--- config.mk ---
export PLATFORM = sky130hd
export DESIGN_NAME = color_bounce_drawer
export DESIGN_NICKNAME = d
export VERILOG_FILES = /design/src/rtl/color_bounce_drawer.sv
export SDC_FILE = /design/constraint.sdc
export NUM_CORES = 1
export LEC_CHECK = 0
export ABC_AREA = 0
export BUFFER_PORTS_ARGS = -buffer_cell sky130_fd_sc_hd__buf_2
export CAP_MARGIN = 20
export CORE_ASPECT_RATIO = 0.9
export CORE_MARGIN = 10
export CORE_UTILIZATION = 25
export CTS_CLUSTER_SIZE = 12
export DETAILED_ROUTE_END_ITERATION = 12
export SETUP_SLACK_MARGIN = 0.1
export SLEW_MARGIN = 20
export SYNTH_ARGS = -nofsm -noshare
export SYNTH_HDL_FRONTEND = slang
export SYNTH_SLANG_ARGS = --single-unit
--- constraint.sdc ---
create_clock -name clk -period 7.6 [get_ports clk]
set_input_delay 0.38 -clock clk [delete_from_list [all_inputs] [get_ports clk]]
set_output_delay 0.38 -clock clk [all_outputs]
set_load 0.01 [all_outputs]
--- src/rtl/color_bounce_drawer.sv ---
// -----------------------------------------------------------------------------
// color_bounce_drawer
//
// Purpose:
//   Turns one tick of ball/platform state into a serial stream of single-pixel
//   writes for a 160x120 VGA adapter. A frame is three passes, one pixel slot
//   per clock:
//     1. ERASE : ball square at its previous row, painted in BG_COLOUR
//     2. PLATS : the four platforms (0..3) in their current colours
//     3. BALL  : ball square at its new row in its new colour
//   followed by a single FIN cycle that pulses done.
//
// Ports:
//   clk            in   system clock
//   resetn         in   synchronous, active-low reset
//   start          in   one-cycle frame request (accepted in IDLE or FIN)
//   prev_ball[7:0] in   ball top row before the update
//   curr_ball[7:0] in   ball top row after the update
//   color_ball[2:0]in   ball colour
//   position_plats[27:0] in  platform i top row = bits [7i+6:7i]
//   color_plats[11:0]    in  platform i colour  = bits [3i+2:3i]
//   x[7:0]         out  pixel column
//   y[6:0]         out  pixel row (low 7 bits of the 9-bit row sum)
//   colour[2:0]    out  pixel colour
//   plot           out  pixel write enable (0 when the row is clipped)
//   busy           out  high for every pixel slot of a frame
//   done           out  one-cycle pulse in the FIN cycle
// -----------------------------------------------------------------------------
module color_bounce_drawer #(
    parameter int       BALL_X     = 76,
    parameter int       BALL_SIZE  = 4,
    parameter int       PLAT_X0    = 8,
    parameter int       PLAT_PITCH = 40,
    parameter int       PLAT_W     = 16,
    parameter int       PLAT_H     = 2,
    parameter int       SCREEN_H   = 120,
    parameter logic [2:0] BG_COLOUR = 3'b000
) (
    input  logic        clk,
    input  logic        resetn,
    input  logic        start,
    input  logic [7:0]  prev_ball,
    input  logic [7:0]  curr_ball,
    input  logic [2:0]  color_ball,
    input  logic [27:0] position_plats,
    input  logic [11:0] color_plats,
    output logic [7:0]  x,
    output logic [6:0]  y,
    output logic [2:0]  colour,
    output logic        plot,
    output logic        busy,
    output logic        done
);

    localparam int NUM_PLATS = 4;

    typedef enum logic [2:0] {
        S_IDLE,
        S_ERASE,
        S_PLATS,
        S_BALL,
        S_FIN
    } state_t;

    // -------------------------------------------------------------------------
    // State, counters and latched frame inputs
    // -------------------------------------------------------------------------
    state_t      r_state;
    state_t      w_state_next;

    logic [7:0]  r_dx;
    logic [7:0]  r_dy;
    logic [1:0]  r_pi;
    logic [7:0]  w_dx_next;
    logic [7:0]  w_dy_next;
    logic [1:0]  w_pi_next;

    logic [7:0]  r_prev_ball;
    logic [7:0]  r_curr_ball;
    logic [2:0]  r_color_ball;
    logic [27:0] r_position_plats;
    logic [11:0] r_color_plats;

    // Registered pixel outputs
    logic [7:0]  r_x;
    logic [6:0]  r_y;
    logic [2:0]  r_colour;
    logic        r_plot;
    logic        r_busy;
    logic        r_done;

    logic [7:0]  w_x_next;
    logic [6:0]  w_y_next;
    logic [2:0]  w_colour_next;
    logic        w_plot_next;
    logic [8:0]  w_row_sum;
    logic        w_drawing;

    // -------------------------------------------------------------------------
    // Frame source selection.
    // The pixel for slot 0 is registered on the accepting edge itself, before
    // the input latches have been loaded, so on that edge the live inputs feed
    // the pixel generator directly. Afterwards only the latched copy is used,
    // which is what makes later input changes invisible to the frame.
    // -------------------------------------------------------------------------
    logic        w_accept;
    logic [7:0]  w_src_prev;
    logic [7:0]  w_src_curr;
    logic [2:0]  w_src_cball;
    logic [27:0] w_src_pos;
    logic [11:0] w_src_cplats;

    assign w_accept     = start && ((r_state == S_IDLE) || (r_state == S_FIN));
    assign w_src_prev   = w_accept ? prev_ball      : r_prev_ball;
    assign w_src_curr   = w_accept ? curr_ball      : r_curr_ball;
    assign w_src_cball  = w_accept ? color_ball     : r_color_ball;
    assign w_src_pos    = w_accept ? position_plats : r_position_plats;
    assign w_src_cplats = w_accept ? color_plats    : r_color_plats;

    // Per-platform row, colour and left column
    logic [6:0] w_plat_row [NUM_PLATS];
    logic [2:0] w_plat_col [NUM_PLATS];
    logic [7:0] w_plat_x0  [NUM_PLATS];

    genvar gi;
    generate
        for (gi = 0; gi < NUM_PLATS; gi++) begin : g_plat
            assign w_plat_row[gi] = w_src_pos[7*gi +: 7];
            assign w_plat_col[gi] = w_src_cplats[3*gi +: 3];
            assign w_plat_x0[gi]  = 8'(PLAT_X0 + gi * PLAT_PITCH);
        end
    endgenerate

    // Terminal-count flags for the scan counters
    logic w_ball_dx_last;
    logic w_ball_dy_last;
    logic w_plat_dx_last;
    logic w_plat_dy_last;
    logic w_plat_i_last;

    assign w_ball_dx_last = (r_dx == 8'(BALL_SIZE - 1));
    assign w_ball_dy_last = (r_dy == 8'(BALL_SIZE - 1));
    assign w_plat_dx_last = (r_dx == 8'(PLAT_W - 1));
    assign w_plat_dy_last = (r_dy == 8'(PLAT_H - 1));
    assign w_plat_i_last  = (r_pi == 2'(NUM_PLATS - 1));

    // -------------------------------------------------------------------------
    // State register, counters, latches and registered outputs
    // -------------------------------------------------------------------------
    always_ff @(posedge clk) begin
        if (!resetn) begin
            r_state          <= S_IDLE;
            r_dx             <= '0;
            r_dy             <= '0;
            r_pi             <= '0;
            r_prev_ball      <= '0;
            r_curr_ball      <= '0;
            r_color_ball     <= '0;
            r_position_plats <= '0;
            r_color_plats    <= '0;
            r_x              <= '0;
            r_y              <= '0;
            r_colour         <= '0;
            r_plot           <= 1'b0;
            r_busy           <= 1'b0;
            r_done           <= 1'b0;
        end else begin
            r_state  <= w_state_next;
            r_dx     <= w_dx_next;
            r_dy     <= w_dy_next;
            r_pi     <= w_pi_next;
            r_x      <= w_x_next;
            r_y      <= w_y_next;
            r_colour <= w_colour_next;
            r_plot   <= w_plot_next;
            r_busy   <= w_drawing;
            r_done   <= (w_state_next == S_FIN);
            if (w_accept) begin
                r_prev_ball      <= prev_ball;
                r_curr_ball      <= curr_ball;
                r_color_ball     <= color_ball;
                r_position_plats <= position_plats;
                r_color_plats    <= color_plats;
            end
        end
    end

    // -------------------------------------------------------------------------
    // Next-state and scan-counter logic.
    // The counters always name the slot currently shown on the outputs; this
    // block advances them to the slot that will be shown after the edge.
    // -------------------------------------------------------------------------
    always_comb begin
        w_state_next = r_state;
        w_dx_next    = r_dx;
        w_dy_next    = r_dy;
        w_pi_next    = r_pi;

        case (r_state)
            S_IDLE, S_FIN: begin
                w_dx_next = '0;
                w_dy_next = '0;
                w_pi_next = '0;
                w_state_next = start ? S_ERASE : S_IDLE;
            end

            S_ERASE, S_BALL: begin
                if (w_ball_dx_last) begin
                    w_dx_next = '0;
                    if (w_ball_dy_last) begin
                        w_dy_next    = '0;
                        w_state_next = (r_state == S_ERASE) ? S_PLATS : S_FIN;
                    end else begin
                        w_dy_next = r_dy + 8'd1;
                    end
                end else begin
                    w_dx_next = r_dx + 8'd1;
                end
            end

            S_PLATS: begin
                if (w_plat_dx_last) begin
                    w_dx_next = '0;
                    if (w_plat_dy_last) begin
                        w_dy_next = '0;
                        if (w_plat_i_last) begin
                            w_pi_next    = '0;
                            w_state_next = S_BALL;
                        end else begin
                            w_pi_next = r_pi + 2'd1;
                        end
                    end else begin
                        w_dy_next = r_dy + 8'd1;
                    end
                end else begin
                    w_dx_next = r_dx + 8'd1;
                end
            end

            default: begin
                w_state_next = S_IDLE;
                w_dx_next    = '0;
                w_dy_next    = '0;
                w_pi_next    = '0;
            end
        endcase
    end

    // -------------------------------------------------------------------------
    // Pixel generator for the slot that follows the edge.
    // Outside pixel slots x/y/colour hold; plot drops to 0. The row sum is
    // 9 bits so rows past the bottom of the screen are detected rather than
    // wrapping back onto visible rows; such slots still take a cycle.
    // -------------------------------------------------------------------------
    always_comb begin
        w_x_next      = r_x;
        w_y_next      = r_y;
        w_colour_next = r_colour;
        w_plot_next   = 1'b0;
        w_row_sum     = '0;
        w_drawing     = 1'b0;

        case (w_state_next)
            S_ERASE: begin
                w_drawing     = 1'b1;
                w_x_next      = 8'(BALL_X) + w_dx_next;
                w_row_sum     = {1'b0, w_src_prev} + {1'b0, w_dy_next};
                w_colour_next = BG_COLOUR;
            end
            S_PLATS: begin
                w_drawing     = 1'b1;
                w_x_next      = w_plat_x0[w_pi_next] + w_dx_next;
                w_row_sum     = {2'b00, w_plat_row[w_pi_next]} + {1'b0, w_dy_next};
                w_colour_next = w_plat_col[w_pi_next];
            end
            S_BALL: begin
                w_drawing     = 1'b1;
                w_x_next      = 8'(BALL_X) + w_dx_next;
                w_row_sum     = {1'b0, w_src_curr} + {1'b0, w_dy_next};
                w_colour_next = w_src_cball;
            end
            default: begin
                w_drawing = 1'b0;
            end
        endcase

        if (w_drawing) begin
            w_y_next    = w_row_sum[6:0];
            w_plot_next = (w_row_sum < 9'(SCREEN_H));
        end
    end

    assign x      = r_x;
    assign y      = r_y;
    assign colour = r_colour;
    assign plot   = r_plot;
    assign busy   = r_busy;
    assign done   = r_done;

endmodule

==> results.py <==
metrics = {
    "status": {
        "outcome": "finished, final reports clean",
    },
    "cts": {
        "numClockSinks": 101,
        "clk_path_buf_depth": 2,
        "path_clk_slew_ns": 0.08,
        "root_buffer": "clkbuf_16",
        "cts_tree": "done",
        "clock_latency_ns": 0.36,
        "ctsResizeCount": 0,
        "h-tree-depth": 3,
        "cts-hold-fix-buffers": 0,
        "post_cts_buffers": 0,
        "cts_buffers": 9,
    },
    "grt": {
        "gr-usage-met3_pct": 2.61,
        "grt_max_degree": 83,
        "grt_pass1_vias": 4315,
        "top_usage_layer": "met2",
        "met1_usage_pct": 15.2,
        "grtUsageMet2_pct": 16.4,
        "grt.total_usage_pct": 11.0,
        "grt-ovfl-total": 0,
        "grt_pass1_wl_um": 23500,
        "antenna_found_initial": 0,
    },
    "cells_and_area": {
        "nets": 765,
        "area_growth_syn_to_layout_pct": 18.1,
        "drive_gt1_share_pct": 18.3,
        "mostFrequentLayoutCells": "dfxtp_1 (101), nand2_1 (96), buf_2 (82), nor2_1 (73), a21oi_1 (47)",
        "diodes": 0,
        "design_area_um2": 6070,
        "post-route-util_pct": 30.2,
        "layout_commonest_cell": "dfxtp_1",
    },
    "die": {
        "io_pins": 83,
        "die_area_um2": 26700,
        "initial_core_util_pct": 25.6,
        "fp.coreArea_um2": 20100,
        "die_h_um": 156,
        "die_width_um": 171,
        "rows": 49,
    },
    "sta": {
        "timing.final.crit_share_pct": 61.0,
        "hold_viol": 0,
        "slew_viol_final": 0,
        "clock_skew_ns": 0.00971,
        "worst_pin_slew_ns": 0.876,
        "slew_headroom_pct": 41.6,
        "post-route-min-period_ns": 4.64,
        "rsz0062_at_grt": "no",
        "setup_violations": 0,
        "fin_tns_setup_ns": 0,
        "fmax_ghz": 0.216,
    },
    "logic_synthesis": {
        "synth_edf_count": 0,
        "ys_ff_latch": 101,
        "netlist.area_leader.share_pct": 39.3,
        "syn_area_per_cell_um2": 8.40,
        "synth_nets": 698,
        "synthFlopType": "dfxtp_1",
        "synth.area.top_cells": "dfxtp_1 (39%), nand2_1 (7.0%), mux2i_1 (6.4%), ha_1 (5.4%), nor2_1 (5.3%)",
        "ys.warnings.count": 0,
        "synth-async-reset-ratio_pct": 0,
        "syn_inst": 612,
        "syn_area_um2": 5140,
        "seq_area_frac_synth_pct": 39.3,
        "synth_top_cell_by_area": "dfxtp_1",
        "synth_cell_types": 61,
    },
    "place": {
        "gp_congestion": 0.796,
        "placed_cell_area_um2": 5780,
        "portBuffers": 82,
        "hpwl_um": 11100,
    },
    "worst_setup_path": {
        "crit_required_ns": 7.85,
        "reg2reg_depth": 18,
        "critPathCaptureType": "flop",
        "worstSetupPathType": "reg2reg",
        "reg2reg_from": "r_dx[0]",
        "cp_max_fo": 13,
        "arrival_ns": 4.89,
        "r2r-end": "plot",
        "r2r_slack_ns": 2.96,
        "cp-start-kind": "flop",
    },
    "pwr": {
        "power.share.sequential_pct": 47.9,
        "p_leak_nw": 2.58,
        "swShare_pct": 28.4,
        "power_switching_uw": 338,
        "vdd_drop_max_mv": 0.113,
        "pwr_density_cell_nw_per_um2": 196,
        "p_int_uw": 852,
        "power_mw": 1.19,
        "combPwrFrac_pct": 12.9,
        "pwr-share-clk_pct": 39.3,
    },
    "hold_path": {
        "worstHoldPathType": "in2reg",
        "hp-start": "color_plats[10]",
        "whs_endpoint": "r_color_plats[10]",
        "holdPathStages": 3,
    },
    "route": {
        "detail_route.wl_per_cell_um": 15.6,
        "vias": 4398,
        "drc": 0,
        "ant_nets": 0,
        "viasPerCell": 4.68,
        "first_pass_iters": 4,
        "drtIter0Drc": 280,
        "wirelength_um": 14600,
    },
    "run": {
        "drv_cap": 0,
    },
}
through the flow:
stage               setup slack (ns)  hold WS (ns)  instances
finish                          2.96         0.253        939
global route                    2.53         0.262        939
CTS                             3.00         0.234        939
detailed placement              3.05         0.441        923
global placement                3.24         0.439        923
floorplan                       3.70         0.432        612
worst max-delay path: stages, from the launching register on:
cell and delay (ns):
dfxtp_1 0.40, ha_1 0.25, nor3b_1 0.34, and2_1 0.24
a21oi_2 0.09, a211oi_4 0.55, nor2_1 0.33, a22o_1 0.29
nor3_1 0.21, ha_1 0.20, inv_1 0.05, fa_1 0.40
nor2b_1 0.11, o21ai_0 0.09, a21boi_0 0.26, o21a_1 0.19
o21ai_0 0.11, and2_1 0.15, a221oi_1 0.26
power by group through the flow:
stage | Combinational [mW] | Clock [mW] | Sequential [mW]
5_1_grt | 0.172 | 0.501 | 0.573
6_report | 0.153 | 0.467 | 0.570
3_5_place_dp | 0.155 | 0 | 0.582
4_1_cts | 0.155 | 0.483 | 0.570
2_1_floorplan | 0.0968 | 0 | 0.581
3_3_place_gp | 0.154 | 0 | 0.582
metal layers:
metal	vias to the layer above	wire, um
met3	15	569
met5	-	0
met4	0	254
met2	89	6350
li1	2281	-
met1	2013	7470
state kept, by name, summed over array words and instances (netlist names):
signal,flops
r_state,3
r_curr_ball,8
r_pi,2
r_position_plats,28
r_color_ball,3
done,1
r_color_plats,12
r_dx,8
x,8
plot,1
r_prev_ball,8
colour,3
busy,1
y,7
r_dy,8
cells in the mapped netlist, types with 8 or more instances:
cell type / instances
nor2_1: 73
mux2i_1: 33
dfxtp_1: 101
and2_1: 15
clkbuf_1: 18
a311oi_1: 11
nand2_1: 96
o21ai_0: 28
buf_2: 8
inv_1: 10
nand3_1: 12
ha_1: 22
xor2_1: 9
and3_1: 9
a21oi_1: 47
nor3_1: 14
a211oi_1: 9
area by class of cell:
| class | instances | area (um^2) |
|---|---|---|
| Clock buffer | 9 | 225 |
| Clock inverter | 7 | 71.3 |
| Multi-Input combinational cell | 468 | 2940 |
| Sequential cell | 101 | 2020 |
| Fill cell | 2170 | 14000 |
| Tap cell | 255 | 319 |
| Timing Repair Buffer | 87 | 448 |
| Inverter | 12 | 45.0 |
cell families after synthesis:
group | count (synthesis) | share of synthesized area (%)
simple gates | 250 | 23.1
compound gates | 141 | 17.8
xor+xnor | 16 | 2.73
mux | 37 | 7.37
buf+inv | 43 | 3.55
flops | 101 | 39.3
fa+ha+maj | 24 | 6.13
worst max-delay path by stage:
stage | startpoint | endpoint | slack [ns] | cells after the start
after floorplan | r_dy[0] | x[7] | 3.70 | 18
after global placement | r_dx[0] | plot | 3.24 | 16
after detailed placement | r_dx[0] | plot | 3.05 | 18
after CTS | r_dx[0] | plot | 3.00 | 18
after global routing | r_dx[0] | plot | 2.53 | 18
final | r_dx[0] | plot | 2.96 | 18
No activity file was read; power rests on OpenSTA's default activity.
